[src/rtl/game_pkg.sv]
// game_pkg
// Shared definitions for the falling-note game blocks.
//   LANE_W      : width of one note pattern (bit0 red ... bit3 yellow)
//   LFSR_TAPS   : Galois feedback mask of the 16-bit pattern generator
//   seq_state_t : note_sequencer FSM encoding
//   lfsr_next   : one Galois step (shift right, XOR taps on shifted-out 1)
//   random_raw  : raw pattern from LFSR state, never zero
//   cap_notes   : density cap, keeps the lowest (level+1) set lanes
package game_pkg;

  localparam int          LANE_W    = 4;
  localparam logic [15:0] LFSR_TAPS = 16'hB400;

  typedef enum logic [1:0] {
    IDLE  = 2'd0,
    PRIME = 2'd1,
    RUN   = 2'd2,
    DONE  = 2'd3
  } seq_state_t;

  function automatic logic [15:0] lfsr_next(input logic [15:0] s);
    lfsr_next = {1'b0, s[15:1]} ^ (s[0] ? LFSR_TAPS : 16'h0000);
  endfunction

  // An all-zero nibble would be an empty row; substitute a single lane
  // chosen by the next two LFSR bits so random rows always carry a note.
  function automatic logic [LANE_W-1:0] random_raw(input logic [15:0] s);
    if (s[3:0] == 4'h0) random_raw = 4'b0001 << s[5:4];
    else                random_raw = s[3:0];
  endfunction

  function automatic logic [LANE_W-1:0] cap_notes(input logic [LANE_W-1:0] pattern,
                                                  input logic [1:0]        level);
    logic [2:0] seen;
    cap_notes = '0;
    seen      = 3'd0;
    for (int b = 0; b < LANE_W; b++) begin
      if (pattern[b] && (seen <= {1'b0, level})) begin
        cap_notes[b] = 1'b1;
        seen         = seen + 3'd1;
      end
    end
  endfunction

endpackage

[src/rtl/note_chart_rom.sv]
// note_chart_rom
// Song chart storage: synchronous ROM, one-cycle read latency.
// The table below is the chart.mif content compiled in, so it maps onto
// block/LUT ROM without a memory initialisation file at synthesis time.
//   CLOCK_25 : clock
//   addr     : entry index
//   data     : pattern at addr, valid the cycle after addr is presented
module note_chart_rom #(
  parameter int CHART_LEN = 64,
  parameter int AW        = $clog2(CHART_LEN)
) (
  input  logic          CLOCK_25,
  input  logic [AW-1:0] addr,
  output logic [3:0]    data
);

  function automatic logic [3:0] chart_entry(input logic [5:0] a);
    case (a)
      6'd0:    chart_entry = 4'h1;
      6'd1:    chart_entry = 4'h2;
      6'd2:    chart_entry = 4'h4;
      6'd3:    chart_entry = 4'h8;
      6'd4:    chart_entry = 4'h3;
      6'd5:    chart_entry = 4'h6;
      6'd6:    chart_entry = 4'hC;
      6'd7:    chart_entry = 4'h9;
      default: chart_entry = a[3:0] ^ {a[5:4], 2'b01};
    endcase
  endfunction

  always_ff @(posedge CLOCK_25) begin
    data <= chart_entry(6'(addr));
  end

endmodule

[src/rtl/note_sequencer.sv]
// note_sequencer
// Feeds the next pattern to each falling-note instance (slot). A slot's
// trocar pulse on req marks it pending; the sequencer refills it from the
// chart ROM or the LFSR (density-capped by level), one refill at a time.
//   CLOCK_25, reset : clock, synchronous active-high reset
//   start           : pulse, (re)starts a song and primes every slot
//   mode, level     : source select (0 chart, 1 random) and difficulty, taken on start
//   req             : per-slot refill request pulses
//   command_out     : slot i pattern at [4i+3:4i]
//   song_done       : chart exhausted
//   busy            : a refill is pending or in flight
//   note_count      : patterns issued since start, saturating
//   dbg_state       : FSM state (seq_state_t encoding)
module note_sequencer
  import game_pkg::*;
#(
  parameter int          N_SLOTS   = 4,
  parameter int          CHART_LEN = 64,
  parameter logic [15:0] LFSR_SEED = 16'hACE1
) (
  input  logic                      CLOCK_25,
  input  logic                      reset,
  input  logic                      start,
  input  logic                      mode,
  input  logic [1:0]                level,
  input  logic [N_SLOTS-1:0]        req,
  output logic [LANE_W*N_SLOTS-1:0] command_out,
  output logic                      song_done,
  output logic                      busy,
  output logic [7:0]                note_count,
  output logic [1:0]                dbg_state
);

  localparam int AW = $clog2(CHART_LEN);
  localparam int PW = $clog2(CHART_LEN + 1);
  localparam int SW = (N_SLOTS > 1) ? $clog2(N_SLOTS) : 1;

  seq_state_t         state;
  logic               mode_r;
  logic [1:0]         level_r;
  logic [N_SLOTS-1:0] pending;
  logic [15:0]        lfsr;
  logic [PW-1:0]      ptr;
  logic               w_valid;
  logic [SW-1:0]      w_slot;
  logic [3:0]         rom_data;

  // Handshake: req[i] is a fire-and-forget pulse; its acceptance is the
  // pending[i] bit. pending[i] stays set until the cycle slot i's register
  // is written (stage W). A req landing on that same cycle re-arms the bit,
  // and a req while already pending merges into it.

  logic               sel_found;
  logic [SW-1:0]      sel_idx;
  logic               s_fire;
  logic [N_SLOTS-1:0] clr_mask;
  logic [N_SLOTS-1:0] pending_nxt;
  logic               ptr_inc;
  logic               done_nxt;
  logic [3:0]         w_pattern;

  note_chart_rom #(.CHART_LEN(CHART_LEN), .AW(AW)) u_rom (
    .CLOCK_25 (CLOCK_25),
    .addr     (ptr[AW-1:0]),
    .data     (rom_data)
  );

  // Lowest-index pending slot wins (scan high to low, last hit sticks).
  always_comb begin
    sel_found = 1'b0;
    sel_idx   = '0;
    for (int i = N_SLOTS - 1; i >= 0; i--) begin
      if (pending[i]) begin
        sel_found = 1'b1;
        sel_idx   = SW'(i);
      end
    end
  end

  always_comb begin
    s_fire   = (state != IDLE) && sel_found && !w_valid;
    clr_mask = '0;
    for (int i = 0; i < N_SLOTS; i++) begin
      clr_mask[i] = w_valid && (w_slot == SW'(i));
    end
    pending_nxt = (pending & ~clr_mask) | ((state != IDLE) ? req : '0);
    ptr_inc     = w_valid && !mode_r && (ptr != PW'(CHART_LEN));
    done_nxt    = song_done || (ptr_inc && ((ptr + PW'(1)) == PW'(CHART_LEN)));
    // The ROM was read at this same ptr during stage S; ptr only moves in W.
    if (state == DONE)                 w_pattern = 4'b0000;
    else if (mode_r)                   w_pattern = cap_notes(random_raw(lfsr), level_r);
    else if (ptr == PW'(CHART_LEN))    w_pattern = 4'b0000;
    else                               w_pattern = rom_data;
  end

  always_ff @(posedge CLOCK_25) begin
    if (reset) begin
      state       <= IDLE;
      mode_r      <= 1'b0;
      level_r     <= 2'd0;
      pending     <= '0;
      lfsr        <= LFSR_SEED;
      ptr         <= '0;
      w_valid     <= 1'b0;
      w_slot      <= '0;
      command_out <= '0;
      song_done   <= 1'b0;
      note_count  <= 8'd0;
    end else if (start) begin
      // Restart from any state; an in-flight refill is dropped.
      state      <= PRIME;
      mode_r     <= mode;
      level_r    <= level;
      pending    <= '1;
      lfsr       <= LFSR_SEED;
      ptr        <= '0;
      w_valid    <= 1'b0;
      song_done  <= 1'b0;
      note_count <= 8'd0;
    end else begin
      pending   <= pending_nxt;
      w_valid   <= s_fire;
      song_done <= done_nxt;
      if (s_fire) begin
        w_slot <= sel_idx;
        if (mode_r) lfsr <= lfsr_next(lfsr);
      end
      if (w_valid) begin
        for (int i = 0; i < N_SLOTS; i++) begin
          if (w_slot == SW'(i)) command_out[i*LANE_W +: LANE_W] <= w_pattern;
        end
        if (note_count != 8'hFF) note_count <= note_count + 8'd1;
      end
      if (ptr_inc) ptr <= ptr + PW'(1);
      case (state)
        PRIME:   if (pending_nxt == '0 && !s_fire) state <= RUN;
        RUN:     if (done_nxt && pending_nxt == '0 && !s_fire) state <= DONE;
        default: state <= state;
      endcase
    end
  end

  assign busy      = (pending != '0) || w_valid;
  assign dbg_state = state;

endmodule

[config.mk]
export PLATFORM = sky130hd
export DESIGN_NAME = note_sequencer
export DESIGN_NICKNAME = d
export VERILOG_FILES = /design/src/rtl/game_pkg.sv /design/src/rtl/note_chart_rom.sv /design/src/rtl/note_sequencer.sv
export SDC_FILE = /design/constraint.sdc
export NUM_CORES = 1
export LEC_CHECK = 0
export BUFFER_PORTS_ARGS = -buffer_cell sky130_fd_sc_hd__buf_2
export CORE_AREA = 4 4 89 91
export CTS_CLUSTER_SIZE = 16
export DETAILED_ROUTE_END_ITERATION = 6
export DIE_AREA = 0 0 93 95
export GPL_TIMING_DRIVEN = 0
export PLACE_DENSITY_LB_ADDON = 0.15
export SLEW_MARGIN = 25
export SYNTH_ARGS = -nofsm -noshare
export SYNTH_HDL_FRONTEND = slang
export SYNTH_HIERARCHICAL = 1
export SYNTH_SLANG_ARGS = --single-unit
[constraint.sdc]
create_clock -name CLOCK_25 -period 3.9 [get_ports CLOCK_25]
set_input_delay 0.195 -clock CLOCK_25 [delete_from_list [all_inputs] [get_ports CLOCK_25]]
set_output_delay 0.195 -clock CLOCK_25 [all_outputs]
set_load 0.03 [all_outputs]
Word-level counts from Yosys, hierarchy flattened
Cells that the tools add are included.

Register bits: 64. Input bits: 10. Output and inout bits: 28. Word-level logic and storage cells: 124.

Add/sub/neg operators: 4. Magnitude comparators: 3. Equality and inequality tests: 21. Shift-type cells: 1. Muxes and demuxes: 35. Bitwise gates (word level): 6. Reductions and logical operators: 38.

Operators with widths (count): $mux W4 (8); $pmux W4 S8 (1); $eq A6 B3 Y1 const B (4); $mux W3 (8); $reduce_and A3 Y1 (6); $mux W16 (1); $xor A15 B16 Y16 (1); $logic_and A1 B1 Y1 (15); $eq A7 B7 Y1 const B (2); $eq A6 B2 Y1 const B (2); $mux W2 (6); $mux W1 (10); $le A3 B2 Y1 (3); $add A8 B1 Y8 const B (1); $eq A2 B2 Y1 const B (4); $logic_not A4 Y1 (2); $ne A8 B8 Y1 const B (1); $add A7 B1 Y7 const B (1); $ne A7 B7 Y1 const B (1); $add A3 B1 Y3 const B (2); $eq A6 B1 Y1 const B (1); $logic_not A6 Y1 (1); $ne A3 B3 Y1 const B (2); $reduce_and A2 Y1 (3); other kinds (16) (22).

Depth between registers and ports, before layout
Gate-level depths: netlist of run 1.

Depth in word-level cells: 22. Gate-level depth with buffers: 18. Mapped depth without buffers: 18.

By module
Netlist of run 1, hierarchy kept.

By module, submodules not included: note_sequencer (instances 1, cells an instance 349, area each 2954.1 µm², sequential area each 1201.2 µm²); note_chart_rom (instances 1, cells an instance 20, area each 186.4 µm², sequential area each 80.1 µm²).

Least setup slack after synthesis of run 1
OpenSTA, ideal clock, no wires.

Kind: register to register. From: register lfsr[4]. To: register command_out[11]. Setup time: 0.074 ns. Arrival time: 3.178 ns. Required time: 3.826 ns. Path slack: 0.648 ns. Cell stages (with the launch flop): 18. Buffers on the path: 0. Clock period less this slack: 3.252 ns. Cells stage by stage: dfxtp_1 nor3_1 a21oi_1 ha_1 nor3_1 or2_2 ha_1 inv_1 ha_1 nor2b_1 a2bb2oi_1 nor2_1 mux2i_1 ha_1 a21oi_1 a21oi_1 a311o_1 a31oi_1.

Cells in the longest elaborated chain, start to end: 22. Elaborated cells between the ends (all ways): 24. Those cells by class: add/sub (2); order compare (3); shift (1); mux (15); reduce/logical (3).

Ends and longest elaborated chain: from (decl) (RTL line note_sequencer.sv:42) `logic [15:0] lfsr;`; from (signal assigned) (RTL line note_sequencer.sv:126) `if (mode_r) lfsr <= lfsr_next(lfsr);`; $shl A1 B2 Y4 (*) (RTL line game_pkg.sv:28) `if (s[3:0] == 4'h0) random_raw = 4'b0001 << s[5:4];`; $mux W4 (*) (RTL line game_pkg.sv:28); $mux W4 (*) (RTL line note_sequencer.sv:91) `else if (mode_r) w_pattern = cap_notes(random_raw(lfsr), level_r);`; $mux W4 (*) (RTL line note_sequencer.sv:90) `if (state == DONE) w_pattern = 4'b0000;`; $mux W1 (RTL line game_pkg.sv:38) `if (pattern[b] && (seen <= {1'b0, level})) begin`; $mux W3 (RTL line note_sequencer.sv:91); $mux W3 (RTL line note_sequencer.sv:90); $le A3 B2 Y1 (RTL line game_pkg.sv:38); [6 not listed]; $mux W3 (RTL line game_pkg.sv:38); $mux W3 (RTL line note_sequencer.sv:91); $mux W3 (RTL line note_sequencer.sv:90); $le A3 B2 Y1 (RTL line game_pkg.sv:38); $logic_and A1 B1 Y1 (*) (RTL line game_pkg.sv:38); $mux W1 (*) (RTL line game_pkg.sv:38); $mux W4 (*) (RTL line note_sequencer.sv:91); $mux W4 (*) (RTL line note_sequencer.sv:90); to (signal, indexed assignment) (RTL line note_sequencer.sv:130) `if (w_slot == SW'(i)) command_out[i*LANE_W +: LANE_W] <= w_pattern;`; to (decl) (RTL line note_sequencer.sv:27) `output logic [LANE_W*N_SLOTS-1:0] command_out,`.

Every way passes the cells marked *; elsewhere a longest branch is shown, timed or not. The select of a mux whose other input is x is not followed. A chain may end at the register's enable or synchronous reset.

Worst setup path after layout of run 1
From: register lfsr[4]. To: register command_out[15].

The elaborated chain is that of the path after synthesis.

==> flow_summary.toml, run 1 <==
[run_status]
run_status = "finished clean"

[synthesis]
synth_area_sq_um = 3140
syn-num-nets = 389
syn_area_per_cell_sq_um = 8.51
async_reset_ff_share_pct = 0
yosys_most_used_dff = "dfxtp_1"
synth_cell_types = 56
synth_edf_count = 0
yosys_register_bits = 64
syn_inst = 369
ys_seq_area_share_pct = 40.8
ys_warn_count = 6

[layout]
drive_gt1_share_pct = 19.4
num_antenna_cells = 0
layout.nets = 437
final_cell_mix = "dfxtp_1 (64), buf_2 (45), nand2_1 (43)"
post-route-util_pct = 51.4
area_growth_pct = 16.7
final_common_cell = "dfxtp_1"

[cts]
numCtsBuffers = 9
cts_tree = "built"
root_buffer = "clkbuf_8"
worstSkewPairLatency_ns = 0.33
hold_buffers = 0
cts_sinks = 64
path_clk_slew_ns = 0.07
clock_path_buffers = 2
htree_levels = 3

[global_routing]
grt_pass1_vias = 2429
grt_pass1_wl_mm = 11.6
grt_use_total_pct = 16.4
grt_overflow = 0
antenna_found_initial = 0
grt_max_degree = 12

[timing]
setup_viol = 0
finalHoldViolCount = 0
worst_slew_pin_slew_ns = 0.777
worst_slew_margin_rel_pct = 48.0
fin_setup_tns_ns = 0
drv_slew = 0
finalWorstSetupSlack_ns = 0.316
rsz0062_at_grt = "false"
fmax_mhz = 279
period_share_pct = 91.9
layout_min_cycle_time_ns = 3.58
fin_skew_ns = 0.00458

[die]
placementRows = 31
boundaryPins = 38
coreArea_sq_um = 7140
die_h_um = 95
dieArea_sq_um = 8840
start_util_pct = 44.0
die_x_um = 93

[worst_setup_path]
arrival_ns = 3.84
reg2reg_from = "lfsr[4]"
critPathLaunchType = "flip-flop"
critPathCaptureType = "flip-flop"
crit_type = "flip-flop to flip-flop"
critPathRequiredTime_ns = 4.16
path_max_fanout = 6
r2r-end = "command_out[15]"
r2r_setup_slack_ns = 0.32
ff2ff_path_depth = 17

[worst_hold_path]
min_path_type = "primary input to flip-flop"
min_to = "mode_r"
hold_depth = 3
hp-start = "mode"

[job]
drv_cap = 0

[pwr]
ir_drop_mv = 0.212
p_leak_nw = 1.45
power.density_nw_per_um2 = 367
power_w = 0.00134

[route]
first_pass_iters = 4
avgViaCountPerCell = 5.17
ant_nets = 0
vias = 2694
drc = 0
drt_iter0_markers = 93
routedWlPerCell_um = 13.1
drt-total-wl_mm = 6.82

[placement]
post-dp-hpwl_mm = 4.92
dp_slack_ns = 0.188
routabilityCongestion = 0.781
numPortBuffers = 37
==> routing by layer <==
| metal | GRT usage (%) | part of all wire, % | vias up |
|---|---|---|---|
| met4 | 6.59 | 1.6 | 0 |
| met5 | 0 | 0 | - |
| met2 | 24.7 | 44 | 51 |
| met1 | 22.9 | 50 | 1244 |
| met3 | 3.27 | 4.4 | 9 |
| li1 | - | - | 1390 |
==> power breakdown <==
group / internal [W] / switching (W) / leakage, nW
clock network: 0.000329 / 0.000245 / 0.103
logic: 0.0000373 / 0.0000578 / 0.833
registers: 0.000664 / 0.0000120 / 0.519
total: 0.00103 / 0.000315 / 1.45
==> how the worst max path moves through the flow <==
stage | start | endpoint | slack, ns
final | lfsr[4] | command_out[15] | 0.32
after global routing | lfsr[3] | command_out[15] | 0.01
after CTS | lfsr[5] | command_out[11] | 0.14
after detailed placement | lfsr[5] | command_out[11] | 0.19
after global placement | lfsr[5] | command_out[11] | 0.23
after floorplan | lfsr[4] | command_out[11] | 0.65
==> through the flow <==
stage,cell area (sq um),hold slack (ns),std cells
floorplan,3140,0.339,369
finish,3670,0.0936,521
detailed placement,3450,0.439,505
global placement,3450,0.427,505
CTS,3650,0.0875,521
global route,3670,0.0985,521
==> kinds of logic after synthesis <==
| family | count (synthesis) | share of synthesized area [%] |
|---|---|---|
| AOI/OAI and AO/OA | 81 | 17.7 |
| adders and majority gates | 10 | 3.98 |
| DFF | 64 | 40.8 |
| and+or+nand+nor | 154 | 25.9 |
| muxes | 9 | 2.87 |
| xor gates and xnor gates | 15 | 4.18 |
| buffers and inverters | 36 | 4.62 |
==> state kept, by name, indices dropped and copies added (netlist names) <==
signal and cells:
command_out 16, song_done 1, level_r 2, dbg_state 2, note_count 8, u_rom/data 4, w_valid 1, ptr 7
mode_r 1, pending 4, lfsr 16, w_slot 2
==> what timing repair did <==
action / 4_1_cts / 5_1_grt
setup endpoints to repair: 0 / 4
endpoints found under the hold margin: 0 / 0
resized for setup: 0 / 4
setup buffers: 0 / 0
==> cell type report <==
class	instances	area (sq um)
clock inverter	3	40.0
buffer	18	77.6
fill	713	3470
tap	99	124
inverter	18	67.6
timing repair buffer	37	185
sequential	64	1280
multi-input combinational	269	1730
clock buffer	13	159
==> Yosys cell counts (all sizes together), types with 3 or more instances <==
library cell / count / share of area (%)
nor3b: 4 / 1.3
xnor2: 11 / 3.1
nand3: 13 / 2.1
dfxtp: 64 / 41
nand3b: 12 / 2.9
nand2b: 3 / 0.60
nor2: 41 / 4.9
o211ai: 5 / 1.4
buf: 9 / 1.4
xor2: 4 / 1.1
nor3: 6 / 0.96
nor4b: 3 / 0.84
inv: 18 / 2.2
ha: 10 / 4.0
a22o: 3 / 1.1
nand2: 43 / 5.1
o32ai: 3 / 0.84
or3: 4 / 0.80
o21ai: 22 / 3.5
nor4: 4 / 2.0
a21oi: 21 / 3.3
mux2i: 9 / 2.9
clkbuf: 9 / 1.1
a31oi: 7 / 1.4
or2: 6 / 1.4
o311ai: 3 / 1.1
nor2b: 6 / 1.2
==> critical path, cell delays in order (launching register included) <==
cell	delay, ns
dfxtp_1	0.37
nor3_1	0.24
a21oi_2	0.13
ha_1	0.30
nor3_2	0.05
or2_2	0.27
ha_1	0.34
inv_1	0.06
ha_1	0.17
nor2b_1	0.15
a2bb2oi_2	0.19
nor2_2	0.08
mux2i_1	0.13
ha_1	0.30
a21oi_1	0.14
a21oi_1	0.06
a311o_1	0.34
a31oi_1	0.18
Note: power is estimated with default switching activity, not from simulation.
==> run 2, diff against run 1 <==
--- a/config.mk
+++ b/config.mk
@@ -7,11 +7,13 @@
 export LEC_CHECK = 0
 export BUFFER_PORTS_ARGS = -buffer_cell sky130_fd_sc_hd__buf_2
 export CORE_AREA = 4 4 89 91
+export CTS_CLUSTER_DIAMETER = 30
 export CTS_CLUSTER_SIZE = 16
 export DETAILED_ROUTE_END_ITERATION = 6
 export DIE_AREA = 0 0 93 95
 export GPL_TIMING_DRIVEN = 0
 export PLACE_DENSITY_LB_ADDON = 0.15
+export RECOVER_POWER = 50
 export SLEW_MARGIN = 25
 export SYNTH_ARGS = -nofsm -noshare
 export SYNTH_HDL_FRONTEND = slang
==> flow_summary.toml, run 2 (synthesis results as in run 1) <==
[timing]
layout_min_cycle_time_ns = 3.59
fin_setup_tns_ns = 0
fmax_mhz = 279
finalHoldViolCount = 0
drv_slew = 0
setup_viol = 0
worst_slew_margin_rel_pct = 37.5
fin_skew_ns = 0.00461
rsz0062_at_grt = "false"
worst_slew_pin_slew_ns = 0.929
period_share_pct = 91.9

[cts]
clock_path_buffers = 2
numCtsBuffers = 9
path_clk_slew_ns = 0.07
htree_levels = 3
post_cts.repair.setup_buffers = 0
cts_sinks = 64
cts_tree = "built"
worstSkewPairLatency_ns = 0.33
root_buffer = "clkbuf_8"

[global_routing]
antenna_found_initial = 0
grt_pass1_vias = 2429
grt_overflow = 0
grt_use_total_pct = 16.4
grt_pass1_wl_mm = 11.6
grt_max_degree = 12

[worst_hold_path]
min_path_type = "primary input to flip-flop"
hold_depth = 3
hp-start = "mode"
min_to = "mode_r"

[layout]
num_antenna_cells = 0
stdcell_count = 521
layout.nets = 437
post-route-util_pct = 50.6
fillers = 732
reg_top3 = "command_out x16, lfsr x16, note_count x8"
area_growth_pct = 15.1
final_common_cell = "dfxtp_1"
drive_gt1_share_pct = 11.6
final_cell_mix = "dfxtp_1 (64), nand2_1 (43), nor2_1 (40), clkbuf_1 (40), o21ai_0 (21)"

[worst_setup_path]
reg2reg_from = "lfsr[4]"
r2r-end = "command_out[11]"
critPathCaptureType = "flip-flop"
critPathRequiredTime_ns = 4.16
path_max_fanout = 6
critPathLaunchType = "flip-flop"
arrival_ns = 3.85
crit_type = "flip-flop to flip-flop"
ff2ff_path_depth = 17
r2r_setup_slack_ns = 0.31

[route]
drt_iter0_markers = 107
routedWlPerCell_um = 13.1
first_pass_iters = 4
avgViaCountPerCell = 5.18
drt-total-wl_mm = 6.83
ant_nets = 0
drc = 0
vias = 2699

[placement]
routabilityCongestion = 0.781
post-dp-hpwl_mm = 4.92
numPortBuffers = 37
dp.cells = 505

[die]
coreArea_sq_um = 7140
start_util_pct = 44.0
dieArea_sq_um = 8840
placementRows = 31
die_h_um = 95
die_x_um = 93
boundaryPins = 38

[pwr]
p_leak_nw = 1.32
ir_drop_mv = 0.210
power.density_nw_per_um2 = 371

[run_status]
run_status = "finished clean"

[job]
drv_cap = 0
run 2: cell count changes in the layout (fill, tap and decap cells not counted):
| cell | delta |
|---|---|
| buf_2 | -29 |
| clkbuf_1 | +29 |
| nor3b_1 | +1 |
| nor3b_2 | -1 |
| nor4_1 | +1 |
| nor4_2 | -1 |
| o21ai_0 | +1 |
| o21ai_1 | -1 |
| o311ai_0 | +2 |
| o311ai_1 | -2 |
| or2_0 | +2 |
| or2_4 | -2 |
run 2: power by group:
part / total, W / internal, W / switching (W)
Sequential: 0.000676 / 0.000664 / 0.0000119
Combinational: 0.0000929 / 0.0000356 / 0.0000574
Clock: 0.000573 / 0.000329 / 0.000244
Total: 0.00134 / 0.00103 / 0.000313
run 2: worst max-delay path, cell delays in order (launching register included):
cell and delay, ns:
dfxtp_1 0.37, nor3_1 0.24, a21oi_2 0.13, ha_1 0.30, nor3_2 0.05, or2_2 0.27, ha_1 0.34, inv_1 0.06
ha_1 0.17, nor2b_1 0.15, a2bb2oi_2 0.19, nor2_2 0.08, mux2i_1 0.13, ha_1 0.30, a21oi_1 0.14, a21oi_1 0.06
a311o_1 0.34, a31oi_1 0.19
run 2: layer usage:
layer	global-route usage, %	up-vias	wire [um]
met1	22.9	1251	3460
met3	3.27	9	287
met2	24.7	49	2970
met5	0	-	0
li1	-	1390	-
met4	6.59	0	111
run 2: how the worst max path moves through the flow:
stage               startpoint              end  slack (ns)  cells after the start
finish                 lfsr[4]  command_out[11]        0.31                     17
detailed placement     lfsr[5]  command_out[11]        0.19                     17
CTS                    lfsr[5]  command_out[11]        0.14                     17
global placement       lfsr[5]  command_out[11]        0.23                     17
floorplan              lfsr[4]  command_out[11]        0.65                     17
global route           lfsr[3]  command_out[15]        0.01                     17
run 2: cell type report:
cell class | count | area, sq um | area share, %
Multi-Input combinational cell | 269 | 1720 | 47.5
Sequential cell | 64 | 1280 | 35.5
Clock buffer | 13 | 159 | 4.40
Timing Repair Buffer | 37 | 150 | 4.16
Tap cell | 99 | 124 | 3.43
Buffer | 18 | 76.3 | 2.11
Inverter | 18 | 67.6 | 1.87
Clock inverter | 3 | 40.0 | 1.11
run 2: timing repair:
item	4_1_cts	5_1_grt
hold buffers	0	0
gates resized for setup	0	4
endpoints found under the setup margin	0	4
run 2: stage by stage:
step | total power, W | hold WS [ns] | setup WS [ns] | cell area, sq um
6_report | 0.00134 | 0.0940 | 0.315 | 3610
5_1_grt | 0.00140 | 0.0985 | 0.0128 | 3610
4_1_cts | 0.00136 | 0.0875 | 0.145 | 3650
3_5_place_dp | 0.000784 | 0.439 | 0.188 | 3450
3_3_place_gp | 0.000783 | 0.427 | 0.233 | 3450
2_1_floorplan | 0.000757 | 0.339 | 0.648 | 3140
==> run 3, diff against run 2 <==
--- a/config.mk
+++ b/config.mk
@@ -7,6 +7,7 @@
 export LEC_CHECK = 0
 export BUFFER_PORTS_ARGS = -buffer_cell sky130_fd_sc_hd__buf_2
 export CORE_AREA = 4 4 89 91
+export CTS_BUF_LIST = sky130_fd_sc_hd__clkbuf_4
 export CTS_CLUSTER_DIAMETER = 30
 export CTS_CLUSTER_SIZE = 16
 export DETAILED_ROUTE_END_ITERATION = 6
==> flow_summary.toml, run 3 (synthesis results as in run 1) <==
[run_status]
run_status = "finished clean"

[placement]
numPortBuffers = 37
post-dp-hpwl_mm = 4.92
dp_slack_ns = 0.188
dp.cells = 505
routabilityCongestion = 0.781

[layout]
num_antenna_cells = 0
final_cell_mix = "dfxtp_1 (64), nand2_1 (43), nor2_1 (40)"
fillers = 738
reg_top3 = "command_out x16, lfsr x16, note_count x8"
drive_gt1_share_pct = 11.4
final_common_cell = "dfxtp_1"
area_growth_pct = 12.7
post-route-util_pct = 49.6
layout.nets = 437
regArea_sq_um = 1280
stdcell_count = 521
multi_input_area_sq_um = 1710

[worst_setup_path]
critPathRequiredTime_ns = 4.23
arrival_ns = 3.92
r2r_setup_slack_ns = 0.31
path_buf_inv = 1
cpMostUsedCell = "ha_1"
crit_type = "flip-flop to flip-flop"
slowest_stage = "dfxtp_1"
path_max_fanout = 6
critPathMaxStageDelay_ns = 0.38
critPathLaunchType = "flip-flop"
reg2reg_from = "lfsr[4]"
crit_family = "adder cells"
critPathCaptureType = "flip-flop"
ff2ff_path_depth = 17
crit_cells = 17
r2r-end = "command_out[11]"
worstPathCellList = "nor3_1 -> a21oi_2 -> ha_1 -> nor3_2 -> or2_2 -> ha_1 -> inv_1 -> ha_1 -> nor2b_1 -> a2bb2oi_2 -> nor2_2 -> mux2i_1 -> ha_1 -> a21oi_1 -> a21oi_1 -> a311o_1 -> a31oi_1"

[worst_hold_path]
hp-start = "mode"
hold_depth = 3
min_path_type = "primary input to flip-flop"
min_to = "mode_r"

[timing]
finalWorstSetupSlack_ns = 0.312
rsz0062_at_grt = "false"
setup_viol = 0
fin_skew_ns = 0.00758
finalHoldViolCount = 0
period_share_pct = 92.0
fmax_mhz = 279
worst_slew_margin_rel_pct = 35.9
worst_slew_pin_slew_ns = 0.953
fin_setup_tns_ns = 0
drv_slew = 0
layout_min_cycle_time_ns = 3.59

[cts]
root_buffer = "clkbuf_4"
post_cts.repair.setup_buffers = 0
htree_levels = 3
cts_tree = "built"
cts_sinks = 64
clock_path_buffers = 2
hold_buffers = 0
worstSkewPairLatency_ns = 0.40
cts-resized-gates = 0
numCtsBuffers = 9
path_clk_slew_ns = 0.11

[die]
boundaryPins = 38
die_x_um = 93
dieArea_sq_um = 8840
coreArea_sq_um = 7140
placementRows = 31
die_h_um = 95
start_util_pct = 44.0

[global_routing]
grt_use_total_pct = 16.4
grt_overflow = 0
antenna_found_initial = 0
grt_pass1_wl_mm = 11.5
grt_pass1_vias = 2436
grt_max_degree = 12

[route]
vias = 2693
drc = 0
drt_iter0_markers = 102
first_pass_iters = 5
avgViaCountPerCell = 5.17
routedWlPerCell_um = 13.0
ant_nets = 0
drt-total-wl_mm = 6.79

[pwr]
internal_power_w = 0.000903
switching_share_pct = 24.9
p_leak_nw = 1.29
ir_drop_mv = 0.187
power_frac_comb_pct = 7.7
p_seq_share_pct = 56.1
power.density_nw_per_um2 = 340
switchingPower_w = 0.000300
clkPwrFrac_pct = 36.1

[job]
drv_cap = 0
## run 3: worst register-to-register path: stages (launching register included)
cell	delay, ns
dfxtp_1	0.38
nor3_1	0.24
a21oi_2	0.13
ha_1	0.30
nor3_2	0.05
or2_2	0.28
ha_1	0.34
inv_1	0.06
ha_1	0.17
nor2b_1	0.15
a2bb2oi_2	0.19
nor2_2	0.08
mux2i_1	0.13
ha_1	0.30
a21oi_1	0.14
a21oi_1	0.06
a311o_1	0.34
a31oi_1	0.18
## run 3: layer usage
layer,share of wire [%],vias up,wire (um),global-route usage (%)
li1,-,1394,-,-
met4,1.8,0,121,6.96
met3,4.8,10,326,3.75
met1,50,1236,3410,22.4
met5,0,-,0,0
met2,43,53,2930,24.9
## run 3: cell type report
| cell class | count | share of cell area (%) |
|---|---|---|
| plain buffers | 18 | 2.16 |
| multi-input cells | 269 | 48.3 |
| clock buffers | 11 | 2.33 |
| repair buffers | 37 | 4.24 |
| well taps | 99 | 3.50 |
| flip-flops and latches | 64 | 36.2 |
| clock inverters | 5 | 1.34 |
| inverters | 18 | 1.91 |
## run 3: power groups by stage
| stage | logic [W] | clock network (W) | registers [W] |
|---|---|---|---|
| global route | 0.000104 | 0.000474 | 0.000678 |
| floorplan | 0.0000656 | 0 | 0.000691 |
| global placement | 0.0000925 | 0 | 0.000690 |
| CTS | 0.0000938 | 0.000451 | 0.000676 |
| detailed placement | 0.0000936 | 0 | 0.000691 |
| finish | 0.0000928 | 0.000435 | 0.000675 |
## run 3: how the worst max path moves through the flow
stage	from	to
6_report	lfsr[4]	command_out[11]
5_1_grt	lfsr[3]	command_out[15]
4_1_cts	lfsr[5]	command_out[11]
3_5_place_dp	lfsr[5]	command_out[11]
3_3_place_gp	lfsr[5]	command_out[11]
2_1_floorplan	lfsr[4]	command_out[11]
## run 3: per-stage QoR
| step | total power (W) | instance area, sq um | hold slack, ns |
|---|---|---|---|
| final | 0.00120 | 3540 | 0.0278 |
| after global routing | 0.00126 | 3540 | 0.0140 |
| after CTS | 0.00122 | 3580 | 0.00421 |
| after detailed placement | 0.000784 | 3450 | 0.439 |
| after global placement | 0.000783 | 3450 | 0.427 |
| after floorplan | 0.000757 | 3140 | 0.339 |
